==> config.mk <==
export PLATFORM = sky130hd
export DESIGN_NAME = softmax_writeback
export DESIGN_NICKNAME = d
export VERILOG_FILES = /design/src/rtl/softmax_writeback.sv
export SDC_FILE = /design/constraint.sdc
export NUM_CORES = 1
export LEC_CHECK = 0
export ABC_AREA = 1
export CORE_MARGIN = 2
export CORE_UTILIZATION = 35
export DETAILED_ROUTE_END_ITERATION = 10
export PLACE_DENSITY = 0.57
export SKIP_CTS_REPAIR_TIMING = 1
export SYNTH_ARGS = -nofsm -noshare
export SYNTH_HDL_FRONTEND = slang
export SYNTH_SLANG_ARGS = --single-unit
export TNS_END_PERCENT = 20
==> constraint.sdc <==
create_clock -name clk -period 2.5 [get_ports clk]
set_input_delay 0.75 -clock clk [delete_from_list [all_inputs] [get_ports clk]]
set_output_delay 0.75 -clock clk [all_outputs]
set_load 0.02 [all_outputs]
==> src/rtl/softmax_writeback.sv <==
// softmax_writeback: final stage of the softmax pipeline.
//   Packs each accepted group {outp3,outp2,outp1,outp0} (outp0 in the LSBs) into
//   one word, buffers it in a small FIFO and writes it to the result RAM at
//   base_addr, base_addr+1, ... (wrapping modulo 2^ADDRSIZE). Pulses done once
//   addr_limit words have been written.
// Ports:
//   clk, reset (async, active-low)
//   start, base_addr, addr_limit    run control, sampled in IDLE only
//   in_valid/in_ready, outp0..outp3 input group handshake
//   mem_ready, wr_en, wr_addr, wr_data  RAM write port
//   busy, done, nan_seen            status
// Optional feature: define SOFTMAX_WB_NAN_FLAG_EN to build the sticky fp16
//   NaN/Inf detector behind nan_seen; otherwise nan_seen is tied low.
module softmax_writeback #(
   parameter int unsigned DATAWIDTH  = 16,
   parameter int unsigned NUM        = 4,
   parameter int unsigned ADDRSIZE   = 8,
   parameter int unsigned FIFO_DEPTH = 4
) (
   input  logic                      clk,
   input  logic                      reset,
   input  logic                      start,
   input  logic [ADDRSIZE-1:0]       base_addr,
   input  logic [ADDRSIZE-1:0]       addr_limit,
   input  logic                      in_valid,
   output logic                      in_ready,
   input  logic [DATAWIDTH-1:0]      outp0,
   input  logic [DATAWIDTH-1:0]      outp1,
   input  logic [DATAWIDTH-1:0]      outp2,
   input  logic [DATAWIDTH-1:0]      outp3,
   input  logic                      mem_ready,
   output logic                      wr_en,
   output logic [ADDRSIZE-1:0]       wr_addr,
   output logic [DATAWIDTH*NUM-1:0]  wr_data,
   output logic                      busy,
   output logic                      done,
   output logic                      nan_seen
);

   localparam int unsigned WORDW = DATAWIDTH * NUM;
   localparam int unsigned PTRW  = $clog2(FIFO_DEPTH);
   localparam int unsigned CNTW  = ADDRSIZE + 1;

   typedef enum logic [1:0] {
      S_IDLE  = 2'd0,
      S_RUN   = 2'd1,
      S_DRAIN = 2'd2,
      S_DONE  = 2'd3
   } state_t;

   state_t              state, state_nxt;
   logic [ADDRSIZE-1:0] base_q;
   logic [CNTW-1:0]     limit_q;
   logic [CNTW-1:0]     acc_cnt;
   logic [CNTW-1:0]     wr_cnt;
   logic [WORDW-1:0]    fifo_mem [FIFO_DEPTH];
   logic [PTRW:0]       wr_ptr;
   logic [PTRW:0]       rd_ptr;
   logic                fifo_empty;
   logic                fifo_full;
   logic                push;
   logic                pop;
   logic                start_acc;
   logic [WORDW-1:0]    pack_word;

   // FIFO status from pointers carrying one extra wrap bit
   assign fifo_empty = (wr_ptr == rd_ptr);
   assign fifo_full  = (wr_ptr[PTRW] != rd_ptr[PTRW]) &&
                       (wr_ptr[PTRW-1:0] == rd_ptr[PTRW-1:0]);

   assign pack_word = WORDW'({outp3, outp2, outp1, outp0});
   assign start_acc = (state == S_IDLE) && start;
   assign push      = in_valid && in_ready;
   assign pop       = wr_en;

   // State register
   always_ff @(posedge clk or negedge reset) begin
      if (!reset) state <= S_IDLE;
      else        state <= state_nxt;
   end

   // Next-state logic
   always_comb begin
      state_nxt = state;
      case (state)
         S_IDLE: begin
            if (start) state_nxt = (addr_limit == '0) ? S_DONE : S_RUN;
         end
         S_RUN: begin
            // Leave RUN in the same cycle as the final push
            if (push && ((acc_cnt + CNTW'(1)) == limit_q)) state_nxt = S_DRAIN;
         end
         S_DRAIN: begin
            if (wr_cnt == limit_q) state_nxt = S_DONE;
         end
         S_DONE: begin
            state_nxt = S_IDLE;
         end
         default: state_nxt = S_IDLE;
      endcase
   end

   // Output decode; wr_en is combinational on mem_ready so the grant is used in-cycle
   always_comb begin
      in_ready = 1'b0;
      wr_en    = 1'b0;
      busy     = 1'b0;
      done     = 1'b0;
      case (state)
         S_RUN: begin
            busy     = 1'b1;
            in_ready = !fifo_full && (acc_cnt < limit_q);
            wr_en    = !fifo_empty && mem_ready;
         end
         S_DRAIN: begin
            busy  = 1'b1;
            wr_en = !fifo_empty && mem_ready;
         end
         S_DONE: begin
            done = 1'b1;
         end
         default: ;
      endcase
   end

   assign wr_data = fifo_mem[rd_ptr[PTRW-1:0]];
   assign wr_addr = base_q + wr_cnt[ADDRSIZE-1:0];

   // Run parameters and progress counters
   always_ff @(posedge clk or negedge reset) begin
      if (!reset) begin
         base_q  <= '0;
         limit_q <= '0;
         acc_cnt <= '0;
         wr_cnt  <= '0;
      end else if (start_acc) begin
         base_q  <= base_addr;
         limit_q <= CNTW'(addr_limit);
         acc_cnt <= '0;
         wr_cnt  <= '0;
      end else begin
         if (push) acc_cnt <= acc_cnt + CNTW'(1);
         if (pop)  wr_cnt  <= wr_cnt + CNTW'(1);
      end
   end

   // Word FIFO; storage is reset so wr_data reads zero out of reset
   always_ff @(posedge clk or negedge reset) begin
      if (!reset) begin
         wr_ptr <= '0;
         rd_ptr <= '0;
         for (int i = 0; i < int'(FIFO_DEPTH); i++) fifo_mem[i] <= '0;
      end else begin
         if (push) begin
            fifo_mem[wr_ptr[PTRW-1:0]] <= pack_word;
            wr_ptr <= wr_ptr + (PTRW+1)'(1);
         end
         if (pop) rd_ptr <= rd_ptr + (PTRW+1)'(1);
      end
   end

`ifdef SOFTMAX_WB_NAN_FLAG_EN
   logic nan_q;
   logic nan_hit;

   // Exponent all-ones marks fp16 NaN or Inf
   assign nan_hit = (outp0[14:10] == 5'h1F) || (outp1[14:10] == 5'h1F) ||
                    (outp2[14:10] == 5'h1F) || (outp3[14:10] == 5'h1F);

   // Sticky flag, cleared only by an accepted start
   always_ff @(posedge clk or negedge reset) begin
      if (!reset)                nan_q <= 1'b0;
      else if (start_acc)        nan_q <= 1'b0;
      else if (push && nan_hit)  nan_q <= 1'b1;
   end

   assign nan_seen = nan_q;
`else
   assign nan_seen = 1'b0;
`endif

endmodule
* Word level (Yosys, flattened, before mapping)
Index checks and enable logic that the tools add are counted.
W data, S select, Z words.
** Cells by class
- $add $sub $neg :: 5
- Bitwise operators :: 2
- Magnitude comparators :: 4
- Equal/unequal tests :: 11
- Multiplexer cells :: 19
- Reductions and logical operators :: 15
** Operator list (count)
- $bwmux W256 :: 1
- $mux W64 :: 3
- $bmux W64 S2 :: 1
- $demux W64 S2 :: 1
- $mux W9 :: 4
- $add A9 B1 Y9 const B :: 2
- $eq A9 B8 Y1 :: 2
- $lt A9 B8 Y1 :: 1
- $add A8 B8 Y8 :: 1
- $logic_not A8 Y1 :: 1
- $mux W2 :: 4
- $pmux W2 S4 :: 1
- $logic_and A1 B1 Y1 :: 7
- $add A3 B1 Y3 const B :: 2
- $ge A3 B3 Y1 const B :: 2
- $ne A2 B2 Y1 const B :: 3
- $not A2 Y3 :: 2
- $eq A2 B2 Y1 const B :: 2
- $mux W1 :: 4
- $reduce_bool A2 Y1 :: 2
- $eq A3 B3 Y1 :: 1
- $lt A3 B1 Y1 const B :: 1
- $reduce_and A3 Y1 :: 1
- $eq A2 B1 Y1 const B :: 1
- other kinds (5) :: 6
** Word-level totals
- Output and inout bits :: 77
- Input port bits :: 85
- Register bits after elaboration :: 298

* Longest topological paths before layout
- Depth after elaboration :: 9
- Depth in mapped cells :: 16

* Worst setup path after synthesis
Ideal clock, no wire load.
- Kind :: register -> output
- From :: reg wr_cnt[0]
- To :: out wr_addr[6]
- Cell stages (with the launch flop) :: 8
- Data arrival time :: 1925 ps
- Slack :: -175 ps
- Cells stage by stage :: dfrtp_1 -> ha_1 -> inv_1 -> fa_1 -> o21ai_0 -> a21oi_1 -> o21ai_0 -> xor2_1
** On the way
- Cells in the longest elaborated chain, start to end :: 1
** RTL lines
- start, declared :: RTL line 55 : logic [CNTW-1:0] wr_cnt;
- start signal, assigned :: RTL line 143 : if (pop) wr_cnt <= wr_cnt + CNTW'(1);
- $add A8 B8 Y8 :: RTL line 127 : assign wr_addr = base_q + wr_cnt[ADDRSIZE-1:0];
- end, declared :: RTL line 33 : output logic [ADDRSIZE-1:0] wr_addr,
Every way passes these cells.

* Worst setup path in the final report
- From :: reg base_q[2]
- To :: out wr_addr[7]
** On the way
- Cells in the longest elaborated chain, start to end :: 1
** RTL lines
- start, declared :: RTL line 52 : logic [ADDRSIZE-1:0] base_q;
- start signal, assigned :: RTL line 137 : base_q <= base_addr;
- $add A8 B8 Y8 :: RTL line 127
Every way passes these cells.

==> results.ini <==
[timing]
fin_crit_sh=1.22
setup_viol=73
rsz0062_at_grt=yes
fin_worst_skew_ps=21.5
setup_ws_ps=-551
drv_slew=0
final.min_clock_period_ps=3050
final_hold_viol_count=0
timing.fmax_mhz=328

[global_route]
antenna_found_initial=2
grt_overflow_total=0
grt_pass1_vias=11900
grt_usage=0.187
grt_pass1_wl_um=62200
grt_max_degree=77

[power_and_ir_drop]
p_leak_uw=0.00877
power_density_nw_per_um2=1440
vdd_drop_max_mv=0.907
power_uw=26400

[routing]
drtAntennaViolNets=0
drt_iter0_drc=572
wl_per_cell_um=16.2
firstDrtPassIters=5
dr_total_vias=11800
route.detailed.drc=0
drt-total-wl_um=39000
via_per_inst=4.92

[critical_path]
arrival_ps=2300
worst-setup-path-type=register to output pin
crit_required_ps=1750
endpoint_kind=output pin
critPathLaunchType=register
path_max_fanout=3

[synth]
synth-edff-count=0
synth_fp_nets=1747
yosysMostFrequentCell=nand2_1
syn_inst=1634
synth_largest_area_cell=dfrtp_1
syn_area_um2=14100
yosysWarnings=0
syn_avg_cell_area_um2=8.60
synthFlopType=dfrtp_1
synth_area_leaders=dfrtp_1 (53%), nand2_1 (10%), o21ai_1 (7.5%), o21ai_0 (5.6%), nor2_1 (4.0%)
synthArstFlopShare=1.00
synth_common_cells=nand2_1 (378), dfrtp_1 (298), o21ai_1 (212)
ys_seq_area_frac=0.530
yosysUniqueCellTypes=34
yosys.area.top_type_share=0.530
ys_ff_latch=298

[clock_network]
cts_sinks=298
clkLatencyLatePin_ps=540
clk_pin_slew_ps=60
root_buffer=clkbuf_16
cts_buffers=36
clockBufferDepth=3
cts_tree=yes
htree_num_levels=2

[floorplan]
fp.dieH_um=204
dieArea_um2=41800
ios=162
die_w_um=204
rows=73
core_um2=39700
start_util=0.354

[final_layout]
fillers=3956
stdcell_area_um2=18300
num-nets-final=1959
multi_input_area_um2=5740
syn_to_final_growth_pct=30.3
drive_gt1_frac=0.186
regArea_um2=7460
finalCoreUtilization=0.461

[status]
violations=setup timing
status=finished with violations

[placement]
dpl_cell_area_um2=16800
routabilityCongestion=0.813
port_buffers=160
dp_hpwl_um=24000

[worst_hold_path]
min_path_type=input pin to asynchronous set/reset pin

[job]
cap_viol_max_count=0

## layer usage
metal / global-route usage / share of wire / routed length [um]
met3: 0.0305 / 0.044 / 1720
met2: 0.308 / 0.47 / 18500
met5: 0 / 0.00033 / 13
met1: 0.249 / 0.46 / 17800
met4: 0.0642 / 0.023 / 893
## final cells by class
type	count	area share
Clock inverter	9	0.00628
Timing Repair Buffer	277	0.153
Antenna cell	1	0.000137
Sequential cell	298	0.407
Multi-Input combinational cell	1117	0.313
Inverter	116	0.0247
Clock buffer	55	0.0596
Tap cell	525	0.0358
## per-stage QoR
step           instances  TNS [ps]  setup slack [ps]  hold slack (ps)
2_1_floorplan       1634         0              24.6              454
3_3_place_gp        2318     -5220              -440              465
3_5_place_dp        2318     -5650              -459              468
4_1_cts             2382    -46900             -1070             98.6
5_1_grt             2398    -25260              -709              115
6_report            2398    -19000              -551              104
## power by group
part           switching [uW]  internal [uW]  leakage [uW]
registers                1180           7020       0.00380
logic                    7290           5620       0.00438
clock network            2070           3220      0.000590
## layout by cell type (no fill, tap or decap), types with 4 or more instances in the layout
| master | synthesis | final |
|---|---|---|
| a21oi_1 | 13 | 10 |
| buf_12 | 0 | 28 |
| buf_2 | 18 | 4 |
| buf_4 | 5 | 125 |
| buf_6 | 33 | 21 |
| clkbuf_1 | 44 | 7 |
| clkbuf_16 | 0 | 39 |
| clkbuf_2 | 0 | 6 |
| clkbuf_8 | 0 | 12 |
| clkdlybuf4s50_1 | 0 | 83 |
| dfrtp_1 | 298 | 296 |
| ha_1 | 27 | 21 |
| ha_4 | 0 | 5 |
| inv_1 | 114 | 106 |
| inv_2 | 1 | 7 |
| nand2_1 | 378 | 375 |
| nand2_4 | 0 | 4 |
| nand3_1 | 24 | 23 |
| nand4_1 | 5 | 5 |
| nor2_1 | 148 | 140 |
| nor2_2 | 0 | 7 |
| nor3_1 | 7 | 6 |
| o21ai_0 | 158 | 120 |
| o21ai_1 | 212 | 243 |
| o21ai_2 | 40 | 47 |
| o22ai_1 | 68 | 58 |
| o22ai_2 | 0 | 9 |
| xnor2_1 | 5 | 5 |
| xor2_1 | 12 | 10 |
## worst max-delay path, cell delays in order, from the launching register on
cell and delay (ps):
dfrtp_1 420, ha_4 260, a21oi_2 120, nand2_1 80, nand2_1 60, nand2_1 60, a21oi_2 180, o21ai_1 110
a21oi_1 190, inv_1 50, nand2_1 50, nand2_1 40, buf_2 150
## state kept, by name (all words and copies together), names as in the netlist
register / flops
fifo_mem: 256
acc_cnt: 9
wr_cnt: 9
base_q: 8
limit_q: 8
rd_ptr: 3
wr_ptr: 3
state: 2
## kinds of logic (layout without fill, tap and decap cells)
family	Yosys count	after routing	share of synthesized area
AO/OA/AOI/OAI	496	496	0.194
AND/OR/NAND/NOR	575	575	0.160
XOR/XNOR	17	17	0.0106
buffers and inverters	219	457	0.0792
flip-flops	298	298	0.530
adder cells (fa/ha/maj)	28	28	0.0255
other	1	2	0.000267
## worst paths after layout
kind,cells past startpoint,to,from,slack (ps)
max in group asynchronous,3,base_q[5],reset,1620
min in group clk,2,fifo_mem[15],fifo_mem[15],480
max,12,wr_addr[7],base_q[2],-550
min reg2reg,2,fifo_mem[15],fifo_mem[15],480
min,1,fifo_mem[81],reset,100
max reg2reg,15,acc_cnt[6],limit_q[3],270
(Power assumes the default switching activity.)
